[config.mk]
export PLATFORM = sky130hd
export DESIGN_NAME = char_num_writer
export DESIGN_NICKNAME = d
export VERILOG_FILES = /design/src/rtl/char_num_writer.sv
export SDC_FILE = /design/constraint.sdc
export NUM_CORES = 1
export LEC_CHECK = 0
export BUFFER_PORTS_ARGS = -buffer_cell sky130_fd_sc_hd__buf_4
export CAP_MARGIN = 20
export CORE_ASPECT_RATIO = 1.75
export CORE_UTILIZATION = 54
export CTS_CLUSTER_DIAMETER = 100
export CTS_CLUSTER_SIZE = 24
export DETAILED_ROUTE_END_ITERATION = 10
export PLACE_DENSITY = 0.82
export SYNTH_ARGS = -nofsm -noshare
export SYNTH_HDL_FRONTEND = slang
export SYNTH_SLANG_ARGS = --single-unit
[constraint.sdc]
create_clock -name clk -period 3.6 [get_ports clk]
set_input_delay 0.18 -clock clk [delete_from_list [all_inputs] [get_ports clk]]
set_output_delay 0.18 -clock clk [all_outputs]
set_load 0.01 [all_outputs]
[src/rtl/char_num_writer.sv]
// char_num_writer
//   Renders a 16-bit unsigned value as right-aligned decimal ASCII into the
//   COLS x ROWS character RAM, one cell per clock.
//   Flow: IDLE -> CONV (16-cycle double-dabble) -> WRITE (W cells) -> FIN.
// Ports:
//   clk, rst            clock, asynchronous active-low reset
//   start               request strobe, only looked at in IDLE
//   value/row/col       number and top-left target cell of the field
//   width               field width in digits (0 -> 1, >5 -> 5)
//   zero_pad            leading zeros as '0' (1) or BLANK_CHAR (0)
//   ram_we/addr/data    character RAM write port (registered)
//   busy, done, err     status; err qualifies done (row out of range)
module char_num_writer #(
  parameter int         COLS       = 40,
  parameter int         ROWS       = 15,
  parameter logic [6:0] BLANK_CHAR = 7'h20,
  parameter logic [6:0] OVF_CHAR   = 7'h2A
) (
  input  logic        clk,
  input  logic        rst,
  input  logic        start,
  input  logic [15:0] value,
  input  logic [3:0]  row,
  input  logic [5:0]  col,
  input  logic [2:0]  width,
  input  logic        zero_pad,
  output logic        ram_we,
  output logic [9:0]  ram_addr,
  output logic [6:0]  ram_data,
  output logic        busy,
  output logic        done,
  output logic        err
);

  typedef enum logic [1:0] {IDLE, CONV, WRITE, FIN} state_t;

  state_t      state, state_n;
  logic [3:0]  cnt, cnt_n;
  logic [2:0]  idx, idx_n;
  logic [15:0] sh, sh_n;
  logic [19:0] bcd, bcd_n, step;
  logic [9:0]  base_q, base_n;
  logic [5:0]  col_q, col_n;
  logic [2:0]  w_q, w_n;
  logic        zp_q, zp_n;
  logic        we_n, busy_n, done_n, err_n;
  logic [9:0]  addr_n;
  logic [6:0]  data_n;
  logic        emit;
  logic [2:0]  ei;
  logic [19:0] ed;

  // One double-dabble iteration: add 3 to any digit >= 5, then shift in a bit.
  function automatic logic [19:0] dd_step(input logic [19:0] b, input logic in_bit);
    logic [19:0] a;
    a = b;
    for (int j = 0; j < 5; j++)
      if (a[j*4 +: 4] >= 4'd5) a[j*4 +: 4] = a[j*4 +: 4] + 4'd3;
    return {a[18:0], in_bit};
  endfunction

  // Character for field cell i (0 = leftmost) of a w-digit field.
  function automatic logic [6:0] cell_char(input logic [19:0] d, input logic [2:0] i,
                                           input logic [2:0] w, input logic zp);
    int n, k;
    n = 1;
    for (int j = 0; j < 5; j++)
      if (d[j*4 +: 4] != 4'd0) n = j + 1;
    k = int'(w) - 1 - int'(i);
    if (n > int'(w))  return OVF_CHAR;
    else if (k >= n)  return zp ? 7'h30 : BLANK_CHAR;
    else              return 7'h30 + {3'b000, d[k*4 +: 4]};
  endfunction

  always_ff @(posedge clk or negedge rst) begin
    if (!rst) begin
      state    <= IDLE;
      cnt      <= '0;
      idx      <= '0;
      sh       <= '0;
      bcd      <= '0;
      base_q   <= '0;
      col_q    <= '0;
      w_q      <= '0;
      zp_q     <= 1'b0;
      ram_we   <= 1'b0;
      ram_addr <= '0;
      ram_data <= '0;
      busy     <= 1'b0;
      done     <= 1'b0;
      err      <= 1'b0;
    end else begin
      state    <= state_n;
      cnt      <= cnt_n;
      idx      <= idx_n;
      sh       <= sh_n;
      bcd      <= bcd_n;
      base_q   <= base_n;
      col_q    <= col_n;
      w_q      <= w_n;
      zp_q     <= zp_n;
      ram_we   <= we_n;
      ram_addr <= addr_n;
      ram_data <= data_n;
      busy     <= busy_n;
      done     <= done_n;
      err      <= err_n;
    end
  end

  always_comb begin
    state_n = state;
    cnt_n   = cnt;
    idx_n   = idx;
    sh_n    = sh;
    bcd_n   = bcd;
    base_n  = base_q;
    col_n   = col_q;
    w_n     = w_q;
    zp_n    = zp_q;
    we_n    = 1'b0;
    addr_n  = ram_addr;
    data_n  = ram_data;
    busy_n  = busy;
    done_n  = 1'b0;
    err_n   = 1'b0;
    emit    = 1'b0;
    ei      = '0;
    ed      = bcd;
    step    = dd_step(bcd, sh[15]);

    case (state)
      IDLE: if (start) begin
        w_n    = (width == 3'd0) ? 3'd1 : (width > 3'd5) ? 3'd5 : width;
        zp_n   = zero_pad;
        col_n  = col;
        sh_n   = value;
        bcd_n  = '0;
        cnt_n  = '0;
        base_n = 10'(row) * 10'(COLS) + 10'(col);
        if (int'(row) >= ROWS) begin
          state_n = FIN;
          done_n  = 1'b1;
          err_n   = 1'b1;
          busy_n  = 1'b0;
        end else begin
          state_n = CONV;
          busy_n  = 1'b1;
        end
      end
      CONV: begin
        sh_n  = {sh[14:0], 1'b0};
        bcd_n = step;
        cnt_n = cnt + 4'd1;
        // The last conversion step feeds cell 0 directly so the first write
        // lands in the cycle right after CONV.
        if (cnt == 4'd15) begin
          state_n = WRITE;
          idx_n   = 3'd1;
          emit    = 1'b1;
          ei      = 3'd0;
          ed      = step;
        end
      end
      WRITE: begin
        if (idx == w_q) begin
          state_n = FIN;
          done_n  = 1'b1;
          busy_n  = 1'b0;
        end else begin
          emit  = 1'b1;
          ei    = idx;
          idx_n = idx + 3'd1;
        end
      end
      FIN: state_n = IDLE;
      default: state_n = IDLE;
    endcase

    // Cells beyond the row end still consume a cycle but are not written.
    if (emit && ({1'b0, col_q} + {4'b0000, ei}) <= 7'(COLS - 1)) begin
      we_n   = 1'b1;
      addr_n = base_q + {7'b0, ei};
      data_n = cell_char(ed, ei, w_q, zp_q);
    end
  end

endmodule

### After elaboration in Yosys (flattened, before gate mapping)

Index checks and enable logic that the tools add are counted.

| storage, ports and cells | value |
|---|---|
| register bits after elaboration | 86 |
| bits of input ports | 33 |
| output and inout bits | 21 |

| cells by class | value |
|---|---|
| $add $sub $neg | 13 |
| multiply operators | 1 |
| magnitude comparators | 10 |
| equality and inequality tests | 9 |
| shifts and indexed selects | 1 |
| muxes and demuxes | 46 |
| reductions and logical operators | 15 |

Operators with widths:

| operator | number |
|---|---|
| 32-bit two-way mux | 4 |
| 20-bit two-way mux | 3 |
| 20-bit one-hot mux with 2 select lines | 1 |
| 5-bit by 32-bit greater-or-equal comparator with 1-bit output | 1 |
| 32-bit by 4-bit greater-than comparator with 1-bit output | 1 |
| 16-bit one-hot mux with 2 select lines | 1 |
| 3-bit two-way mux | 7 |
| 4-bit by 3-bit greater-or-equal comparator with 1-bit output (second input constant) | 5 |
| 4-bit two-way mux | 5 |
| 20-bit by 7-bit indexed part select with 4-bit output | 1 |
| 4-bit by 2-bit adder with 4-bit output (second input constant) | 4 |
| 16-bit two-way mux | 1 |
| 4-bit nonzero test | 4 |
| 7-bit two-way mux | 2 |
| 10-bit by 3-bit adder with 10-bit output | 1 |
| 10-bit by 6-bit adder with 10-bit output | 1 |
| 1-bit two-way mux | 10 |
| 2-bit two-way mux | 5 |
| 3-bit AND reduction | 3 |
| 2-bit != test (second input constant) | 4 |
| 2-bit one-hot mux with 4 select lines | 1 |
| 4-bit one-hot mux with 2 select lines | 1 |
| 6-bit by 3-bit adder with 7-bit output | 1 |
| 6-bit by 4-bit adder with 7-bit output (first input constant) | 1 |
| 21 further kinds | 27 |

### Depth between registers and ports, before layout

Gate-level depths: netlist (run 1).

| depth | value |
|---|---|
| word-level depth | 13 |
| depth in mapped cells | 19 |
| gate-level depth less buffers | 18 |

### Least setup slack after synthesis (run 1)

Ideal clock, no wire load.

| timing | value |
|---|---|
| path type | flip-flop to flip-flop |
| start point | register bcd[5] |
| end point | register ram_data[2] |
| setup time | 0.110 ns |
| arrival time | 3.262 ns |
| data required time | 3.490 ns |
| path slack | 0.228 ns |
| cell stages (with the launch flop) | 17 |
| path buffers | 0 |
| clock period less this slack | 3.372 ns |
| path through | dfrtp_1 > inv_1 > ha_1 > nand2b_1 > a21oi_1 > mux2_2 > nor3b_1 > a2bb2oi_1 > nor2_1 > o21ai_0 > ha_1 > nand2b_1 > a21o_1 > a22oi_1 > nor3b_1 > nand2_1 > o41ai_1 |

| on the way | value |
|---|---|
| cells in the longest elaborated chain, start to end | 13 |
| elaborated cells between the ends (all ways) | 18 |

Ends and longest elaborated chain:

| item | line | text |
|---|---|---|
| start: declaration | 41 | `logic [19:0] bcd, bcd_n, step;` |
| start signal: assignment | 97 | `bcd <= bcd_n;` |
| 4-bit by 2-bit adder with 4-bit output or 4-bit by 3-bit greater-or-equal comparator with 1-bit output (tied branches) | 58 | `if (a[j*4 +: 4] >= 4'd5) a[j*4 +: 4] = a[j*4 +: 4] + 4'd3;` |
| 4-bit two-way mux | 58 |  |
| 20-bit two-way mux | 157 | `if (cnt == 4'd15) begin` |
| 20-bit two-way mux * | 132 | `case (state)` |
| 4-bit nonzero test | 68 | `if (d[j*4 +: 4] != 4'd0) n = j + 1;` |
| 2-bit two-way mux | 68 |  |
| 32-bit two-way mux (3 in a row) | 68 |  |
| 32-bit two-way mux | 181 | `if (emit && ({1'b0, col_q} + {4'b0000, ei}) <= 7'(COLS - 1)) begin` |
| 5-bit by 32-bit greater-or-equal comparator with 1-bit output | 71 | `else if (k >= n) return zp ? 7'h30 : BLANK_CHAR;` |
| 7-bit two-way mux | 71 |  |
| 7-bit two-way mux * | 70 | `if (n > int'(w)) return OVF_CHAR;` |
| end signal: assignment | 104 | `ram_data <= data_n;` |
| end: declaration | 29 | `output logic [6:0] ram_data,` |

Mark *: on every way between the ends. The rest lies on a longest branch, timed or not. The select of a mux whose other input is x is not followed.
A chain may end at the register's enable or synchronous reset.

### Worst setup path after layout (run 1)

| timing | value |
|---|---|
| start point | register bcd[8] |
| end point | register ram_data[2] |

| on the way | value |
|---|---|
| cells in the longest elaborated chain, start to end | 12 |
| elaborated cells between the ends (all ways) | 17 |

Ends and longest elaborated chain:

| item | line |
|---|---|
| 4-bit by 2-bit adder with 4-bit output or 4-bit by 3-bit greater-or-equal comparator with 1-bit output (tied branches) | 58 |
| 4-bit two-way mux | 58 |
| 20-bit two-way mux | 157 |
| 20-bit two-way mux * | 132 |
| 4-bit nonzero test | 68 |
| 32-bit two-way mux (3 in a row) | 68 |
| 32-bit two-way mux | 181 |
| 5-bit by 32-bit greater-or-equal comparator with 1-bit output | 71 |
| 7-bit two-way mux | 71 |
| 7-bit two-way mux * | 70 |

Marked as above.

==> results of run 1 <==
metrics by stage:
step	instance area (um^2)	power (mW)	setup TNS (ns)	hold slack, ns
after detailed placement	5780	5.00	-0.135	0.419
after floorplan	5210	3.88	0	-0.116
after CTS	6110	6.03	0	0.0643
final	6330	6.40	0	0.0758
after global routing	6330	6.87	-0.327	0.0836
after global placement	5780	4.83	0	0.407
final cells by class:
type	instances	area [um^2]	share of cell area, %
multi-input cells	430	3040	48.0
flip-flops and latches	82	2060	32.5
clock inverters	3	65.1	1.03
well taps	122	153	2.41
inverters	34	128	2.02
repair buffers	83	646	10.2
clock buffers	11	243	3.84
power by group:
part	internal, mW	switching, mW
Clock	0.617	0.345
Combinational	1.76	2.07
Sequential	1.29	0.330
sequential cells by signal, summed over array words and instances, names as in the netlist, 2 cells and up:
name	count
base_q	10
bcd	20
cnt	4
col_q	3
idx	3
ram_addr	10
ram_data	6
sh	16
state	2
w_q	3
logic make-up (layout without fill, tap and decap cells):
logic type | Yosys count | count (layout)
compound gates | 169 | 169
simple gates | 167 | 167
flops | 82 | 82
buf+inv | 64 | 131
fa+ha+maj | 39 | 39
mux | 29 | 29
xor+xnor | 25 | 25
other cells | 1 | 1
worst register-to-register path, delay by kind of cell, from the launching register on:
| family | cells | cell delay (ns) |
|---|---|---|
| buf+inv | 2 | 0.23 |
| compound gates | 6 | 1.53 |
| flops | 1 | 0.44 |
| simple gates | 6 | 0.80 |
| fa+ha+maj | 2 | 0.48 |
cells in the mapped netlist, types with 2 or more instances:
master      n
nor2b_1     8
buf_2       3
mux2_2     12
a21oi_1    32
dfrtp_1    82
xnor2_1    13
nand4_1     6
a22o_1     10
a21o_1      5
a211oi_1    4
xor2_1     12
inv_1      34
fa_1        4
ha_1       35
a2bb2oi_1   2
clkbuf_1   23
o2111ai_1   3
nor3b_1     7
a22oi_1     2
and4_1      2
nor3_1     13
o211ai_1    4
buf_1       2
nand4b_1    2
and3_1      4
o31ai_1     3
or3b_2      2
mux2i_1    15
nand2b_1   11
nand3_1    12
o21a_1      3
mux4_2      2
o22ai_1    13
nor2_1     24
o21ai_0    71
nand2_1    68
a31oi_1     6
or3_1       2
and2_1      2
path summary, 6_finish.rpt:
check                       startpoint     endpoint  depth (start not counted)
min in group asynchronous          rst      bcd[11]                          2
hold / removal                  col[2]    base_q[2]                          2
setup reg to reg                bcd[8]  ram_data[2]                         16
hold reg to reg            ram_data[5]  ram_data[5]                          1
setup / recovery                bcd[8]  ram_data[2]                         16
max in group asynchronous          rst       bcd[4]                          3
per-layer routing:
metal / vias to the layer above / wire length, um
li1: 2171 / -
met1: 2168 / 4640
met2: 107 / 6860
met3: 41 / 389
met4: 0 / 533
met5: - / 0
what timing repair did:
item / in CTS / in global routing
endpoints found under the hold margin: 0 / 11
gates resized for setup: 5 / 27
setup endpoints to repair: 3 / 4
hold buffers: 0 / 1
pin swaps: 0 / 6
buffers inserted: 0 / 9
==> impl_metrics.csv, run 1 <==
group,metric,value,unit
logic_synthesis,synth_area,0.00521,mm^2
floorplanning,fp.dieH,132,um
logic_synthesis,synth_compound_area_share,19.6,%
logic_synthesis,synth_flop_cell,"dfrtp_1",
logic_synthesis,syn_area_per_cell,9.05,um^2
timing,min_period,3.57,ns
cells_and_area,drive_gt1_share,21.6,%
grt,use_met3,3.32,%
timing,post-route-period-util,99.2,%
worst_setup_path,critPathLaunchType,"flip-flop",
drt,drt-initial-drc-count,291,
timing,hold_viol,0,
floorplanning,core_area,0.00941,mm^2
timing,setup_viol,0,
drt,ant_nets,0,
timing,layout_setup_ws,0.0295,ns
flow_run,drv_cap,0,
grt,antenna_found_initial,0,
drt,first_pass_iters,4,
worst_setup_path,required,3.82,ns
worst_setup_path,regToRegSetupSlack,0.03,ns
placed_design,dp_cells,740,
drt,vias_per_cell,5.87,
grt,gr-usage-all-layers,25.1,%
clocking,cts_tree,"done",
worst_setup_path,cp_top_family,"compound AO/OA/AOI/OAI gates",
grt,grt_start_max_net_pins,83,
worst_setup_path,slowest_delay,0.50,ns
logic_synthesis,synthCells,576,
timing,slew_headroom,48.0,%
worst_setup_path,critPathKind,"reg -> reg",
floorplanning,initial_core_util,55.4,%
grt,met2_usage,46.4,%
drt,routed_wl,12400,um
cells_and_area,diodes,0,
cells_and_area,final_util,67.2,%
logic_synthesis,ys_ff_latch,82,
cells_and_area,num-fill-cells,715,
logic_synthesis,synth_edf_count,0,
worst_setup_path,endpoint_kind,"flip-flop",
timing,slew_violations,0,
logic_synthesis,async_flop_share,100,%
logic_synthesis,synth_cell_types,57,
placed_design,hpwl,8780,um
clocking,clk_pin_slew_worst_paths,0.06,ns
outcome,status,"finished clean",
logic_synthesis,yosys_warnings,0,
drt,wire_per_inst,16.2,um
drt,drc,0,
worst_setup_path,path_max_fanout,6,
logic_synthesis,muxShareOfSynthArea,6.34,%
placed_design,routabilityCongestion,0.909,
grt,grt.overflow.total,0,
cells_and_area,area_delta_synth_final,21.3,%
worst_setup_path,crit_buf_inv,2,
logic_synthesis,synthSimpleGateAreaFrac,15.6,%
clocking,clockBufferDepth,2,
logic_synthesis,netlist_top_cells_area,"dfrtp_1 39%, ha_1 8.4%, o21ai_0 6.8%",
power,power_per_cell_area,1010,mW/mm^2
logic_synthesis,synth_top_area_cell,"dfrtp_1",
clocking,clkLatencyLatePin,0.34,ns
power,ir_drop,0.000521,V
floorplanning,fp.dieArea,0.0101,mm^2
grt,grt_busiest_layer,"met2",
timing,finClkSkew,0.00521,ns
logic_synthesis,yosys.area_share.xor_xnor,4.20,%
cells_and_area,instances_no_fill,765,
timing,tightest_slew,0.778,ns
worst_setup_path,path_cells,"inv_1 > ha_4 > nand2b_4 > nor3b_1 > a21oi_2 > nand2_1 > o41a_1 > nand2b_4 > inv_2 > o21ai_0 > ha_1 > a21o_1 > a22oi_2 > nor3b_4 > nand2_1 > o41ai_1",
logic_synthesis,synth_top_area_share,39.4,%
clocking,clock_sinks,82,
clocking,cts-root-buf,"clkbuf_16",
logic_synthesis,synth_seq_area_share,39.4,%
grt,grt_pass1_wl,20100,um
timing,fmax,280,MHz
worst_setup_path,cp.arrival,3.79,ns
floorplanning,fp.dieW,76.3,um
worst_setup_path,cp_slowest_cell,"o41a_1",
grt,use_met1,26.1,%
cells_and_area,layout_commonest_cell,"buf_4",
floorplanning,ioPinCount,54,
grt,grt_pass1_vias,4441,
drt,vias,4487,
floorplanning,rows,47,
logic_synthesis,yosys.area_share.adder,9.94,%
logic_synthesis,synth_top_family_by_area,"compound AO/OA/AOI/OAI gates",
cells_and_area,layout.nets,712,
min_path,worst_hold_path_type,"in -> reg",
clocking,cts_max_level,3,
placed_design,post-place-ws,-0.0790,ns
power,power_leakage,2.88,nW
clocking,cts_buffers,9,
placed_design,port_buffers,52,
logic_synthesis,syn-num-nets,648,
cells_and_area,final_cell_mix,"81 x buf_4, 79 x dfrtp_1, 69 x o21ai_0",
No activity file was read; power rests on OpenSTA's default activity.
==> run 2, diff against run 1 <==
--- a/config.mk
+++ b/config.mk
@@ -13,6 +13,7 @@
 export CTS_CLUSTER_SIZE = 24
 export DETAILED_ROUTE_END_ITERATION = 10
 export PLACE_DENSITY = 0.82
+export RECOVER_POWER = 100
 export SYNTH_ARGS = -nofsm -noshare
 export SYNTH_HDL_FRONTEND = slang
 export SYNTH_SLANG_ARGS = --single-unit
==> impl_metrics.csv, run 2 (synthesized netlist as in run 1, its figures left out) <==
group,metric,value,unit
worst_setup_path,path_max_fanout,6,
outcome,violations,"capacitance limit, slew limit",
floorplanning,fp.dieW,76.3,um
cells_and_area,layout.nets,712,
timing,slew_violations,72,
timing,hold_viol,0,
grt,grt_start_max_net_pins,83,
floorplanning,initial_core_util,55.4,%
flow_run,drv_cap,1,
floorplanning,core_area,0.00941,mm^2
placed_design,routabilityCongestion,0.909,
cells_and_area,final_util,66.0,%
timing,tns,0,ns
timing,post-route-period-util,98.9,%
worst_setup_path,r2r-start,"bcd[8]",
cells_and_area,num-fill-cells,748,
timing,fmax,281,MHz
timing,slew_headroom,-14.4,%
cells_and_area,final_cell_mix,"79 x dfrtp_1, 69 x o21ai_0, 68 x nand2_1",
worst_setup_path,cp.arrival,3.78,ns
drt,drt-initial-drc-count,335,
placed_design,hpwl,8780,um
clocking,clockBufferDepth,2,
timing,tightest_slew,1.72,ns
drt,drc,0,
worst_setup_path,critPathKind,"reg -> reg",
drt,vias_per_cell,5.87,
placed_design,port_buffers,52,
floorplanning,rows,47,
worst_setup_path,critPathLaunchType,"flip-flop",
cells_and_area,seq_area,0.00206,mm^2
cells_and_area,largest_registers,"bcd: 20 flops, sh: 16 flops",
timing,setup_viol,0,
cells_and_area,multi_input_area,0.00304,mm^2
worst_setup_path,crit_buf_inv,2,
drt,ant_nets,0,
cells_and_area,area_delta_synth_final,19.1,%
worst_setup_path,cp_top_family,"compound AO/OA/AOI/OAI gates",
timing,min_period,3.56,ns
worst_setup_path,regToRegSetupSlack,0.04,ns
timing,finClkSkew,0.00446,ns
worst_setup_path,required,3.82,ns
min_path,worst_hold_path_type,"in -> reg",
power,power_per_cell_area,1020,mW/mm^2
worst_setup_path,cp_slowest_cell,"o41a_1",
power,power_leakage,2.77,nW
floorplanning,fp.dieH,132,um
cells_and_area,layout_commonest_cell,"dfrtp_1",
clocking,cts_max_level,3,
grt,grt.overflow.total,0,
worst_setup_path,cp-startpoint,"bcd[8]",
worst_setup_path,endpoint_kind,"flip-flop",
clocking,cts-root-buf,"clkbuf_16",
drt,vias,4490,
outcome,status,"finished, violations left",
power,ir_drop,0.000522,V
grt,antenna_found_initial,0,
worst_setup_path,path_cells,"inv_1 > ha_4 > nand2b_4 > nor3b_1 > a21oi_2 > nand2_1 > o41a_1 > nand2b_4 > inv_2 > o21ai_0 > ha_1 > a21o_1 > a22oi_2 > nor3b_4 > nand2_1 > o41ai_1",
clocking,clk_pin_slew_worst_paths,0.06,ns
power,finalPower,6.32,mW
clocking,clock_sinks,82,
grt,grt_pass1_vias,4441,
worst_setup_path,slowest_delay,0.50,ns
floorplanning,fp.dieArea,0.0101,mm^2
clocking,cts_buffers,9,
min_path,hp-start,"col[2]",
cells_and_area,largest_register_ff_count,20,
grt,grt_pass1_wl,20100,um
floorplanning,ioPinCount,54,
cells_and_area,diodes,0,
cells_and_area,top_register,"bcd",
clocking,cts_tree,"done",
drt,wire_per_inst,16.3,um
drt,routed_wl,12500,um
grt,gr-usage-all-layers,25.1,%
cells_and_area,drive_gt1_share,17.6,%
clocking,clkLatencyLatePin,0.34,ns
drt,first_pass_iters,4,
## run 2: cell count changes in the layout (fill, tap and decap cells not counted)
cell	delta
buf_16	-1
mux2_2	-1
clkbuf_2	+1
clkbuf_1	+25
buf_4	-25
mux2_1	+1
## run 2: metal layers
metal / part of all wire [%] / wire length (um) / GRT usage, % / vias up
met2: 55 / 6900 / 46.4 / 92
li1: - / - / - / 2173
met5: 0 / 0 / 0 / -
met1: 39 / 4820 / 26.1 / 2186
met4: 4.1 / 514 / 16.0 / 0
met3: 2.0 / 252 / 3.32 / 39
## run 2: cell type report
cell class / count / share of cell area [%]
Multi-Input combinational cell: 430 / 48.9
Sequential cell: 82 / 33.1
Timing Repair Buffer: 83 / 8.52
Clock buffer: 11 / 3.91
Tap cell: 122 / 2.46
Inverter: 34 / 2.06
Clock inverter: 3 / 1.05
## run 2: stage by stage
step | hold slack, ns | instance area, um^2 | cells | setup WS [ns]
floorplan | -0.116 | 5210 | 576 | 0.228
global placement | 0.407 | 5780 | 740 | 0.0975
detailed placement | 0.419 | 5780 | 740 | -0.0790
CTS | 0.0643 | 6110 | 754 | 0.0203
global route | 0.0836 | 6210 | 765 | -0.129
finish | 0.0780 | 6210 | 765 | 0.0407
## run 2: final timing paths
path,to,cells past startpoint
worst max-delay path,ram_data[2],16
worst max register to register,ram_data[2],16
min in group asynchronous,bcd[11],2
worst min register to register,ram_data[5],1
worst min-delay path,base_q[2],2
max in group asynchronous,bcd[4],3
## run 2: report_power, final
group / switching [mW] / internal, mW
sequential: 0.329 / 1.29
combinational: 2.07 / 1.67
clock: 0.345 / 0.617
total: 2.75 / 3.57
## run 2: repair_timing
| action | 4_1_cts | 5_1_grt |
|---|---|---|
| pin swaps | 0 | 6 |
| gates resized for setup | 5 | 27 |
| hold buffers | 0 | 1 |
| setup endpoints to repair | 3 | 4 |
| hold endpoints to repair | 0 | 11 |
| setup buffers | 0 | 9 |
